**src/rtl/mono_pkg.sv**
```systemverilog
// Shared constants, FSM state type and timestamp encoder for the MONOPIX transmitter emulator.
package mono_pkg;
  localparam int COL_BITS = 6;
  localparam int ROW_BITS = 8;
  localparam int TS_BITS  = 6;
  localparam int WB       = COL_BITS + ROW_BITS + 2*TS_BITS;

  typedef enum logic [1:0] {IDLE, LOAD, SHIFT} tx_state_t;
  typedef logic [TS_BITS-1:0] ts_t;

  function automatic ts_t bin2gray(input ts_t b);
    return b ^ (b >> 1);
  endfunction
endpackage

```
**src/rtl/mono_data_tx_emu_if.sv**
```systemverilog
// Hit injection and TOKEN/READ/FREEZE/DATA bus between receiver (master) and chip emulator (slave).
interface mono_data_tx_emu_if;
  import mono_pkg::*;
  logic                HIT_WR;
  logic [COL_BITS-1:0] HIT_COL;
  logic [ROW_BITS-1:0] HIT_ROW;
  logic [TS_BITS-1:0]  HIT_LE;
  logic [TS_BITS-1:0]  HIT_TE;
  logic                FREEZE;
  logic                READ;
  logic                TOKEN;
  logic                DATA;
  logic                BUSY;
  logic [7:0]          LOST_CNT;
  logic [7:0]          READ_ERR;

  modport master (output HIT_WR, HIT_COL, HIT_ROW, HIT_LE, HIT_TE, FREEZE, READ,
                  input  TOKEN, DATA, BUSY, LOST_CNT, READ_ERR);
  modport slave  (input  HIT_WR, HIT_COL, HIT_ROW, HIT_LE, HIT_TE, FREEZE, READ,
                  output TOKEN, DATA, BUSY, LOST_CNT, READ_ERR);
endinterface

```
**src/rtl/mono_tx_hit_fifo.sv**
```systemverilog
// Synchronous hit FIFO; a push while full is accepted only if a pop happens in the same cycle.
module mono_tx_hit_fifo #(
  parameter int DEPTH = 16,
  parameter int W     = 26,
  localparam int AW   = $clog2(DEPTH)
) (
  input  logic         clk,
  input  logic         rst_n,
  input  logic         push,
  input  logic [W-1:0] din,
  input  logic         pop,
  output logic [W-1:0] dout,
  output logic         push_acc,
  output logic         full,
  output logic         empty,
  output logic [AW:0]  occ
);
  localparam int OW = AW + 1;

  logic [W-1:0]  mem [DEPTH];
  logic [AW-1:0] wr_ptr, rd_ptr;
  logic          pop_ok;

  assign full     = (occ == OW'(DEPTH));
  assign empty    = (occ == '0);
  assign pop_ok   = pop && !empty;
  assign push_acc = push && (!full || pop_ok);
  assign dout     = mem[rd_ptr];

  always_ff @(posedge clk or negedge rst_n) begin
    if (!rst_n) begin
      wr_ptr <= '0;
      rd_ptr <= '0;
      occ    <= '0;
    end else begin
      if (push_acc) wr_ptr <= wr_ptr + AW'(1);
      if (pop_ok)   rd_ptr <= rd_ptr + AW'(1);
      occ <= occ + OW'(push_acc) - OW'(pop_ok);
    end
  end

  always_ff @(posedge clk) begin
    if (push_acc) mem[wr_ptr] <= din;
  end
endmodule

```
**src/rtl/mono_data_tx_emu.sv**
```systemverilog
// MONOPIX column readout transmitter emulator: hit buffer, freeze snapshot, READ-driven serialiser.
// Define MONO_TX_GRAY_EN to Gray-encode LE/TE at pop time; otherwise they are sent in binary.
module mono_data_tx_emu
  import mono_pkg::*;
#(
  parameter int DEPTH    = 16,
  parameter int READ_DLY = 2
) (
  input  logic              CLK40,
  input  logic              nRST,
  mono_data_tx_emu_if.slave bus
);
  localparam int AW = $clog2(DEPTH);
  localparam int OW = AW + 1;
  localparam int BW = $clog2(WB);

  tx_state_t     state;
  logic [WB-1:0] head, word_enc, shifter;
  logic [OW-1:0] occ, occ_next, frozen_cnt, frozen_next;
  logic [3:0]    dly_cnt;
  logic [BW-1:0] bit_cnt;
  logic          full, empty, push_acc;
  logic          read_q, freeze_q, read_rise, freeze_rise, readable, accept;
  logic          token, data, busy;
  logic [7:0]    lost_cnt, read_err;

  mono_tx_hit_fifo #(.DEPTH(DEPTH), .W(WB)) u_fifo (
    .clk(CLK40), .rst_n(nRST),
    .push(bus.HIT_WR), .din({bus.HIT_COL, bus.HIT_ROW, bus.HIT_LE, bus.HIT_TE}),
    .pop(accept), .dout(head), .push_acc(push_acc),
    .full(full), .empty(empty), .occ(occ)
  );

  assign read_rise   = bus.READ && !read_q;
  assign freeze_rise = bus.FREEZE && !freeze_q;
  assign readable    = bus.FREEZE ? (frozen_cnt != '0) : !empty;
  assign accept      = read_rise && (state == IDLE) && readable;
  assign occ_next    = occ + OW'(push_acc) - OW'(accept);

  // Hits pushed while frozen raise occupancy but never the frozen count.
  always_comb begin
    frozen_next = frozen_cnt;
    if (!bus.FREEZE)  frozen_next = '0;
    else if (freeze_rise) frozen_next = occ;
    else if (accept)  frozen_next = frozen_cnt - OW'(1);
  end

  always_comb begin
`ifdef MONO_TX_GRAY_EN
    word_enc = {head[WB-1 -: COL_BITS+ROW_BITS],
                bin2gray(head[2*TS_BITS-1 -: TS_BITS]), bin2gray(head[TS_BITS-1:0])};
`else
    word_enc = head;
`endif
  end

  always_ff @(posedge CLK40 or negedge nRST) begin
    if (!nRST) begin
      read_q     <= 1'b0;
      freeze_q   <= 1'b0;
      frozen_cnt <= '0;
      token      <= 1'b0;
      lost_cnt   <= '0;
      read_err   <= '0;
    end else begin
      read_q     <= bus.READ;
      freeze_q   <= bus.FREEZE;
      frozen_cnt <= frozen_next;
      token      <= bus.FREEZE ? (frozen_next != '0) : (occ_next != '0);
      if (bus.HIT_WR && !push_acc && lost_cnt != 8'hFF) lost_cnt <= lost_cnt + 8'd1;
      if (read_rise && !accept && read_err != 8'hFF)    read_err <= read_err + 8'd1;
    end
  end

  // DATA is registered from the shifter MSB, so the first bit lands READ_DLY+2 edges after acceptance.
  always_ff @(posedge CLK40 or negedge nRST) begin
    if (!nRST) begin
      state   <= IDLE;
      shifter <= '0;
      dly_cnt <= '0;
      bit_cnt <= '0;
      data    <= 1'b0;
      busy    <= 1'b0;
    end else begin
      case (state)
        IDLE: begin
          data <= 1'b0;
          if (accept) begin
            state   <= LOAD;
            shifter <= word_enc;
            dly_cnt <= 4'(READ_DLY);
            busy    <= 1'b1;
          end
        end
        LOAD: begin
          data <= 1'b0;
          if (dly_cnt == 4'd0) state <= SHIFT;
          else dly_cnt <= dly_cnt - 4'd1;
        end
        SHIFT: begin
          data    <= shifter[WB-1];
          shifter <= shifter << 1;
          if (bit_cnt == BW'(WB-1)) begin
            state   <= IDLE;
            bit_cnt <= '0;
            busy    <= 1'b0;
          end else begin
            bit_cnt <= bit_cnt + BW'(1);
          end
        end
        default: begin
          state <= IDLE;
          data  <= 1'b0;
          busy  <= 1'b0;
        end
      endcase
    end
  end

  assign bus.TOKEN    = token;
  assign bus.DATA     = data;
  assign bus.BUSY     = busy;
  assign bus.LOST_CNT = lost_cnt;
  assign bus.READ_ERR = read_err;
endmodule
```
**src/flat_wrapper.sv**
```systemverilog
// flat-port wrapper written by rule: the top's interface ports become plain ports
module mono_data_tx_emu_flat import mono_pkg::*;
#(
  parameter int DEPTH    = 16,
  parameter int READ_DLY = 2
)
  (CLK40, nRST, bus_HIT_WR, bus_HIT_COL, bus_HIT_ROW, bus_HIT_LE, bus_HIT_TE, bus_FREEZE, bus_READ, bus_TOKEN, bus_DATA, bus_BUSY, bus_LOST_CNT, bus_READ_ERR);
  mono_data_tx_emu_if bus_i ();
  input  logic CLK40;
  input  logic nRST;
  input wire logic [$bits(bus_i.HIT_WR)-1:0] bus_HIT_WR;
  input wire logic [$bits(bus_i.HIT_COL)-1:0] bus_HIT_COL;
  input wire logic [$bits(bus_i.HIT_ROW)-1:0] bus_HIT_ROW;
  input wire logic [$bits(bus_i.HIT_LE)-1:0] bus_HIT_LE;
  input wire logic [$bits(bus_i.HIT_TE)-1:0] bus_HIT_TE;
  input wire logic [$bits(bus_i.FREEZE)-1:0] bus_FREEZE;
  input wire logic [$bits(bus_i.READ)-1:0] bus_READ;
  output wire logic [$bits(bus_i.TOKEN)-1:0] bus_TOKEN;
  output wire logic [$bits(bus_i.DATA)-1:0] bus_DATA;
  output wire logic [$bits(bus_i.BUSY)-1:0] bus_BUSY;
  output wire logic [$bits(bus_i.LOST_CNT)-1:0] bus_LOST_CNT;
  output wire logic [$bits(bus_i.READ_ERR)-1:0] bus_READ_ERR;
  assign bus_i.HIT_WR = bus_HIT_WR;
  assign bus_i.HIT_COL = bus_HIT_COL;
  assign bus_i.HIT_ROW = bus_HIT_ROW;
  assign bus_i.HIT_LE = bus_HIT_LE;
  assign bus_i.HIT_TE = bus_HIT_TE;
  assign bus_i.FREEZE = bus_FREEZE;
  assign bus_i.READ = bus_READ;
  assign bus_TOKEN = bus_i.TOKEN;
  assign bus_DATA = bus_i.DATA;
  assign bus_BUSY = bus_i.BUSY;
  assign bus_LOST_CNT = bus_i.LOST_CNT;
  assign bus_READ_ERR = bus_i.READ_ERR;
  mono_data_tx_emu #(.DEPTH(DEPTH), .READ_DLY(READ_DLY)) u_core (.CLK40(CLK40), .nRST(nRST), .bus(bus_i));
endmodule
```
**config.mk**
```make
export PLATFORM = sky130hd
export DESIGN_NAME = mono_data_tx_emu_flat
export DESIGN_NICKNAME = d
export VERILOG_FILES = /design/src/rtl/mono_pkg.sv /design/src/rtl/mono_data_tx_emu_if.sv /design/src/rtl/mono_tx_hit_fifo.sv /design/src/rtl/mono_data_tx_emu.sv /design/src/flat_wrapper.sv
export SDC_FILE = /design/constraint.sdc
export NUM_CORES = 1
export LEC_CHECK = 0
export ABC_AREA = 1
export CAP_MARGIN = 20
export CORE_ASPECT_RATIO = 0.7
export CORE_MARGIN = 2
export CORE_UTILIZATION = 41
export CTS_BUF_LIST = sky130_fd_sc_hd__clkbuf_8
export CTS_CLUSTER_DIAMETER = 60
export DETAILED_ROUTE_END_ITERATION = 6
export MAX_ROUTING_LAYER = met4
export PLACE_DENSITY = 0.67
export SYNTH_ARGS = -nofsm -noshare
export SYNTH_HDL_FRONTEND = slang
export SYNTH_HIERARCHICAL = 1
export SYNTH_SLANG_ARGS = --single-unit
```
**constraint.sdc**
```tcl
create_clock -name CLK40 -period 4.91 [get_ports CLK40]
set_input_delay 1.473 -clock CLK40 [delete_from_list [all_inputs] [get_ports CLK40]]
set_output_delay 1.473 -clock CLK40 [all_outputs]
set_load 0.02 [all_outputs]
```
==> run metrics, run 1 <==
outcome finished clean; synth-to-layout area growth 12.8%; largest net degree at the start of global routing 98; die height 195 µm; worst-case clock buffer depth 3; most frequent CP cell nand2_1; post-CTS setup buffer count 0; Routed Antenna Nets 0; Syn. warnings 6; antenna diode count 0; period utilization 0.815; top-count cell post-synth nand2_1; cell area after placement approximately 0.023 mm²; Clock Latency Late Sink roughly 630 ps; Clock Sinks a little under 500; gr ovfl total 0; Final setup viols 0; Slew headroom 0.293; PwrDens roughly 540 mW/mm²; flop and latch count out of synthesis approximately 490; wire per inst 16.9 µm; synth cell count leaders 750 x nand2_1, 416 x edfxtp_1, 247 x nor2_1, 206 x inv_1, 186 x nand3_1; Synth top area share 0.582; die width 278 µm; share of cells above drive strength 1 0.0741; initial antenna violation count 0; Site Rows 70; CP arrival about 4500 ps; Worst Tran Pin Value roughly 1100 ps; Fin. Hold Viols 0; setup TNS 0 ps; clk_skew ~37 ps; Slowest Stage Delay on Critical Path about 540 ps; Crit path buffers/inverters 6; LEAKAGE approximately 10 nW; 1st-iter DRT viols ~1500; Initial Utilization 0.413; CP required about 5400 ps; post-synthesis net count ~2200; Hold Buf Count CTS 0; CP max-delay cell clkdlybuf4s50_1; post-synth top area cell edfxtp_1; peak supply drop approximately 0.35 mV; I/O Buffers 49; register area share after synthesis 0.670; Synth Instances roughly 2100; Final Cell Area 0.0242 mm²; first-pass GRT wire length 78700 µm; mean post-synth cell area between 10 and 15 µm²; routability congestion estimate from global placement about 0.8; Largest delay share family, worst path buffers and inverters; WS Path Type input pin to register; CP max FO 21; drt total wl approximately 50000 µm; hold_ws between 400 and 500 ps; ordered list of cells on the worst path clkdlybuf4s50_1 -> inv_2 -> nand2_1 -> nand3_4 -> inv_2 -> inv_1 -> nand2_1 -> nand2_2 -> buf_4 -> ha_1 -> inv_1 -> ha_1 -> fa_1 -> nand3_1 -> nand2_1 -> xor2_1; I/O pin count 50; ys flop type edfxtp_1; crit path time final about 4000 ps; Vias approximately 15000; vias per cell 4.94; core area 0.0520 mm²; Nets 2253; Slew Viols, Final 0; synth top area cells edfxtp_1 58%, nand2_1 13%, dfrtp_1 8.9%, nand3_1 4.3%, nor2_1 4.3%; clock-pin slew on the worst setup and hold paths approximately 60 ps; # DRC 0; die footprint approximately 0.054 mm²; Startpoint Class input pin; CP Capture Type register; RSZ-0062 raised after global routing no; Post-DP HPWL between 20000 and 30000 µm; CTS root buffer clkbuf_8; CTS tree yes; H-tree Lvls 3; PostCTS Resize Cnt 0; Tightest Hold Check Type register to register; Yosys cell types 34; router iterations before antenna repair 5; number of flops mapped to enable cells by yosys 416; total CTS buffers 75; Total GRT Usage 0.192; vias in the first global route about 14000; max cap viols 0; Post-Synthesis Cell Area 0.0215 mm²; Async SR Flop Fraction 0.154; fmax 250 MHz
power breakdown:
group          leakage, nW  total [mW]  internal [mW]  switching (mW)
registers             4.66        5.50           5.08           0.416
clock network        0.810        3.20           1.64            1.55
logic                 4.67        4.49           1.37            3.11
total                 10.1        13.2           8.10            5.08
worst paths after layout:
check	endpoint	startpoint	slack, ps	cells after the start
setup / recovery	u_core/u_fifo/occ[4]	bus_FREEZE	910	16
max in group asynchronous	u_core/u_fifo/rd_ptr[0]	nRST	3580	2
min in group asynchronous	u_core/bus.READ_ERR[1]	nRST	720	1
setup reg to reg	u_core/u_fifo/occ[4]	u_core/u_fifo/occ[3]	1560	18
hold reg to reg	u_core/bus.BUSY	u_core/bus.BUSY	480	2
hold / removal	u_core/bus.BUSY	u_core/bus.BUSY	480	2
flip-flops by register name, summed over array words and instances, names as in the netlist, 4 cells and up:
name,count
u_core/u_fifo/occ,5
u_core/u_fifo/rd_ptr,4
u_core/bit_cnt,5
u_core/bus.READ_ERR,8
u_core/u_fifo/wr_ptr,4
u_core/bus.LOST_CNT,8
u_core/u_fifo/mem,416
u_core/frozen_cnt,5
u_core/shifter,26
u_core/dly_cnt,4
kinds of logic (layout without fill, tap and decap cells):
family	after synthesis	after routing	synth area share
flip-flops	492	492	0.670
AO/OA/AOI/OAI	24	24	0.00623
AND/OR/NAND/NOR	1253	1253	0.236
XOR/XNOR	31	31	0.0126
buffers and inverters	307	431	0.0598
adder cells (fa/ha/maj)	24	24	0.0147
final cells by class:
class / count / area, µm²
sequential: 492 / 14400
fill: 4707 / 27800
timing repair buffer: 81 / 811
clock buffer: 85 / 1170
clock inverter: 49 / 245
multi-input combinational: 1332 / 5920
inverter: 216 / 816
tap: 684 / 856
worst reg2reg max path: cells and delay by family, from the launching register on:
kind	cells	cell delay (ps)
XOR/XNOR	1	160
adder cells (fa/ha/maj)	4	1040
buffers and inverters	6	810
flip-flops	1	430
AND/OR/NAND/NOR	7	810
cell usage in the layout (no fill, tap or decap), types with 27 or more instances in the layout:
cell             instances
nand3_1                186
inv_1                  229
nand2_1                749
clkdlybuf4s50_1         48
clkbuf_8                85
nor3_1                  52
buf_4                   27
dfrtp_1                 74
nor2_1                 230
edfxtp_1               416
metal layers:
metal | track usage | up-vias | wire length (µm) | share of wire
met5 | - | - | 0 | 0
met1 | 0.261 | 6953 | 22900 | 0.46
li1 | - | 7026 | - | -
met4 | 0.0639 | 0 | 1230 | 0.025
met2 | 0.296 | 436 | 22300 | 0.45
met3 | 0.0318 | 93 | 3290 | 0.066
metrics by stage:
step	total power, mW	std cells	worst slack [ps]	utilization
floorplan	8.60	2131	973	-
global placement	9.93	2804	397	0.438
detailed placement	10.0	2804	266	0.438
CTS	13.3	2938	946	0.465
global route	14.0	2939	692	0.466
finish	13.2	2939	911	0.466
Power figures use the tool's default switching activity.
==> run 2: changes to the inputs <==
PLACE_DENSITY = 0.69   (was 0.67)
clock period = 3.5 ns   (was 4.91 ns; I/O delays follow)
==> run 2 against run 1 <==
Compared with the run above:
- wire length is 2.3% higher
- power is 41% higher
- largest cell class unchanged
- combinational power up 45%
- critical path type unchanged
- worst hold slack got worse by 65 ps
==> run metrics, run 2 (synthesis gave the netlist of run 1 again) <==
initial antenna violation count 0 (unchanged); CP max FO 2 (was 21); GR Util met2 0.295 (was 0.296); CP max-delay cell clkdlybuf4s50_1 (unchanged); worst-case clock buffer depth 3 (unchanged); die footprint 0.0543 mm² (unchanged); H-tree Lvls 3 (unchanged); drt total wl 50800 µm (was 49700 µm); Startpoint Class input pin (unchanged); Top Registers u_core/u_fifo/mem: 416 flops, u_core/shifter: 26 flops (unchanged); peak supply drop 0.382 mV (was 0.352 mV); ordered list of cells on the worst path clkdlybuf4s50_1 -> nand2_1 -> nor2_4 -> nand3_4 -> inv_2 -> inv_1 -> nand2_1 -> nand2_2 -> inv_1 -> inv_1 -> nand2_1 -> nand2_1 -> ha_1 -> fa_1 -> xor2_1 -> nor3b_1 -> nand3b_1 -> nand2_1 -> nand3_1 (was clkdlybuf4s50_1 -> inv_2 -> nand2_1 -> nand3_4 -> inv_2 -> inv_1 -> nand2_1 -> nand2_2 -> buf_4 -> ha_1 -> inv_1 -> ha_1 -> fa_1 -> nand3_1 -> nand2_1 -> xor2_1); Routed Antenna Nets 0 (unchanged); overall power 18.6 mW (was 13.2 mW); largest net degree at the start of global routing 72 (was 98); R2R depth 21 (was 18); PwrDens 756 mW/mm² (was 544 mW/mm²); Hold Buf Count CTS 0 (unchanged); met3 usage in global routing 0.0327 (was 0.0318); synth-to-layout area growth 14.3% (was 12.8%); router iterations before antenna repair 5 (unchanged); clk_skew 24.2 ps (was 36.8 ps); area of the multi-input gates 0.00592 mm² (unchanged); Clock Latency Late Sink 620 ps (was 630 ps); Final setup viols 0 (unchanged); CP Capture Type register (unchanged); global route hottest layer met2 (unchanged); Total GRT Usage 0.196 (was 0.192); max cap viols 0 (unchanged); wire per inst 17.2 µm (was 16.9 µm); Initial Utilization 0.413 (unchanged); outcome finished clean (unchanged); fillers 4697 (was 4707); first-pass GRT wire length 79900 µm (was 78700 µm); period utilization 0.888; setup ws final 392 ps (was 911 ps); GR Util met1 0.272 (was 0.261); Nets 2281 (was 2253); PostCTS Resize Cnt 0 (unchanged); Slew Viols, Final 0 (unchanged); Fin. Hold Viols 0 (unchanged); Vias 14700 (was 14500); post-CTS setup buffer count 0 (unchanged); fmax between 300 and 400 MHz; Site Rows 70 (unchanged); share of cells above drive strength 1 0.0839 (was 0.0741); most frequent CP cell nand2_1 (unchanged); CTS tree yes (unchanged); CTS root buffer clkbuf_8 (unchanged); 1st-iter DRT viols 1457 (was 1456); I/O pin count 50 (unchanged); FF-to-FF Start u_core/u_fifo/occ[2] (was u_core/u_fifo/occ[3]); total CTS buffers 75 (unchanged); Crit path buffers/inverters 5 (was 6); Largest delay share family, worst path simple AND/OR/NAND/NOR gates (was buffers and inverters); routability congestion estimate from global placement 0.851 (was 0.804); max reg flops 416 (unchanged); gr ovfl total 0 (unchanged); vias in the first global route 14500 (was 14400); Tightest Hold Check Type input pin to async pin (was register to register); core area 0.0520 mm² (unchanged); antenna diode count 0 (unchanged); CP required 4000 ps (was 5410 ps); most flop-heavy register u_core/u_fifo/mem (unchanged); register area 0.0144 mm² (unchanged); Slew headroom 0.444 (was 0.293); # DRC 0 (unchanged); Slowest Stage Delay on Critical Path 480 ps (was 540 ps); most frequent cells in the layout 749 x nand2_1, 416 x edfxtp_1, 232 x inv_1, 230 x nor2_1, 186 x nand3_1 (was 749 x nand2_1, 416 x edfxtp_1, 230 x nor2_1, 229 x inv_1, 186 x nand3_1); Clock Sinks 492 (unchanged); WS Path Type input pin to register (unchanged); clock-pin slew on the worst setup and hold paths 70 ps (was 60 ps); die height 195 µm (unchanged); crit path time final 3110 ps; worst setup path startpoint bus_READ (was bus_FREEZE); LEAKAGE 10.3 nW (was 10.1 nW); Crit path depth 19 (was 16); Post-DP HPWL 29000 µm (was 27900 µm); most common cell after layout, fill and taps aside nand2_1 (unchanged); vias per cell 4.97 (was 4.94); CP arrival 3600 ps (was 4500 ps); I/O Buffers 49 (unchanged); die width 278 µm (unchanged); RSZ-0062 raised after global routing no (unchanged); final core occ 0.472 (was 0.466); Worst Tran Pin Value 833 ps (was 1050 ps); setup TNS 0 ps (unchanged); hold_ws 413 ps (was 478 ps); DP Worst Slack -201 ps (was 266 ps)
## run 2: metal layers
layer / part of all wire / up-vias / wire, µm
li1: - / 7079 / -
met1: 0.45 / 7019 / 23100
met5: 0 / - / 0
met3: 0.076 / 99 / 3850
met4: 0.022 / 0 / 1140
met2: 0.45 / 526 / 22700
## run 2: power breakdown
| part | internal, mW | total (mW) | switching, mW |
|---|---|---|---|
| Sequential | 7.13 | 7.59 | 0.460 |
| Clock | 2.24 | 4.44 | 2.21 |
| Combinational | 2.07 | 6.52 | 4.45 |
| Total | 11.4 | 18.6 | 7.12 |
## run 2: final timing paths
check	to	slack, ps
max	u_core/bus.TOKEN	390
max in group asynchronous	u_core/u_fifo/rd_ptr[1]	2360
min	u_core/shifter[12]	410
min reg2reg	u_core/bit_cnt[4]	480
min in group CLK40	u_core/bit_cnt[4]	480
max reg2reg	u_core/bus.TOKEN	570
## run 2: metrics by stage
stage	cells	area, µm²
floorplan	2131	21500
CTS	2961	24500
global route	2961	24500
finish	2961	24500
global placement	2833	23200
detailed placement	2833	23200
## run 2: area by class of cell
class	count	share of cell area
clock buffer	79	0.0443
clock inverter	49	0.0110
inverter	216	0.0331
multi-input combinational	1332	0.241
sequential	492	0.587
tap	684	0.0349
timing repair buffer	109	0.0484
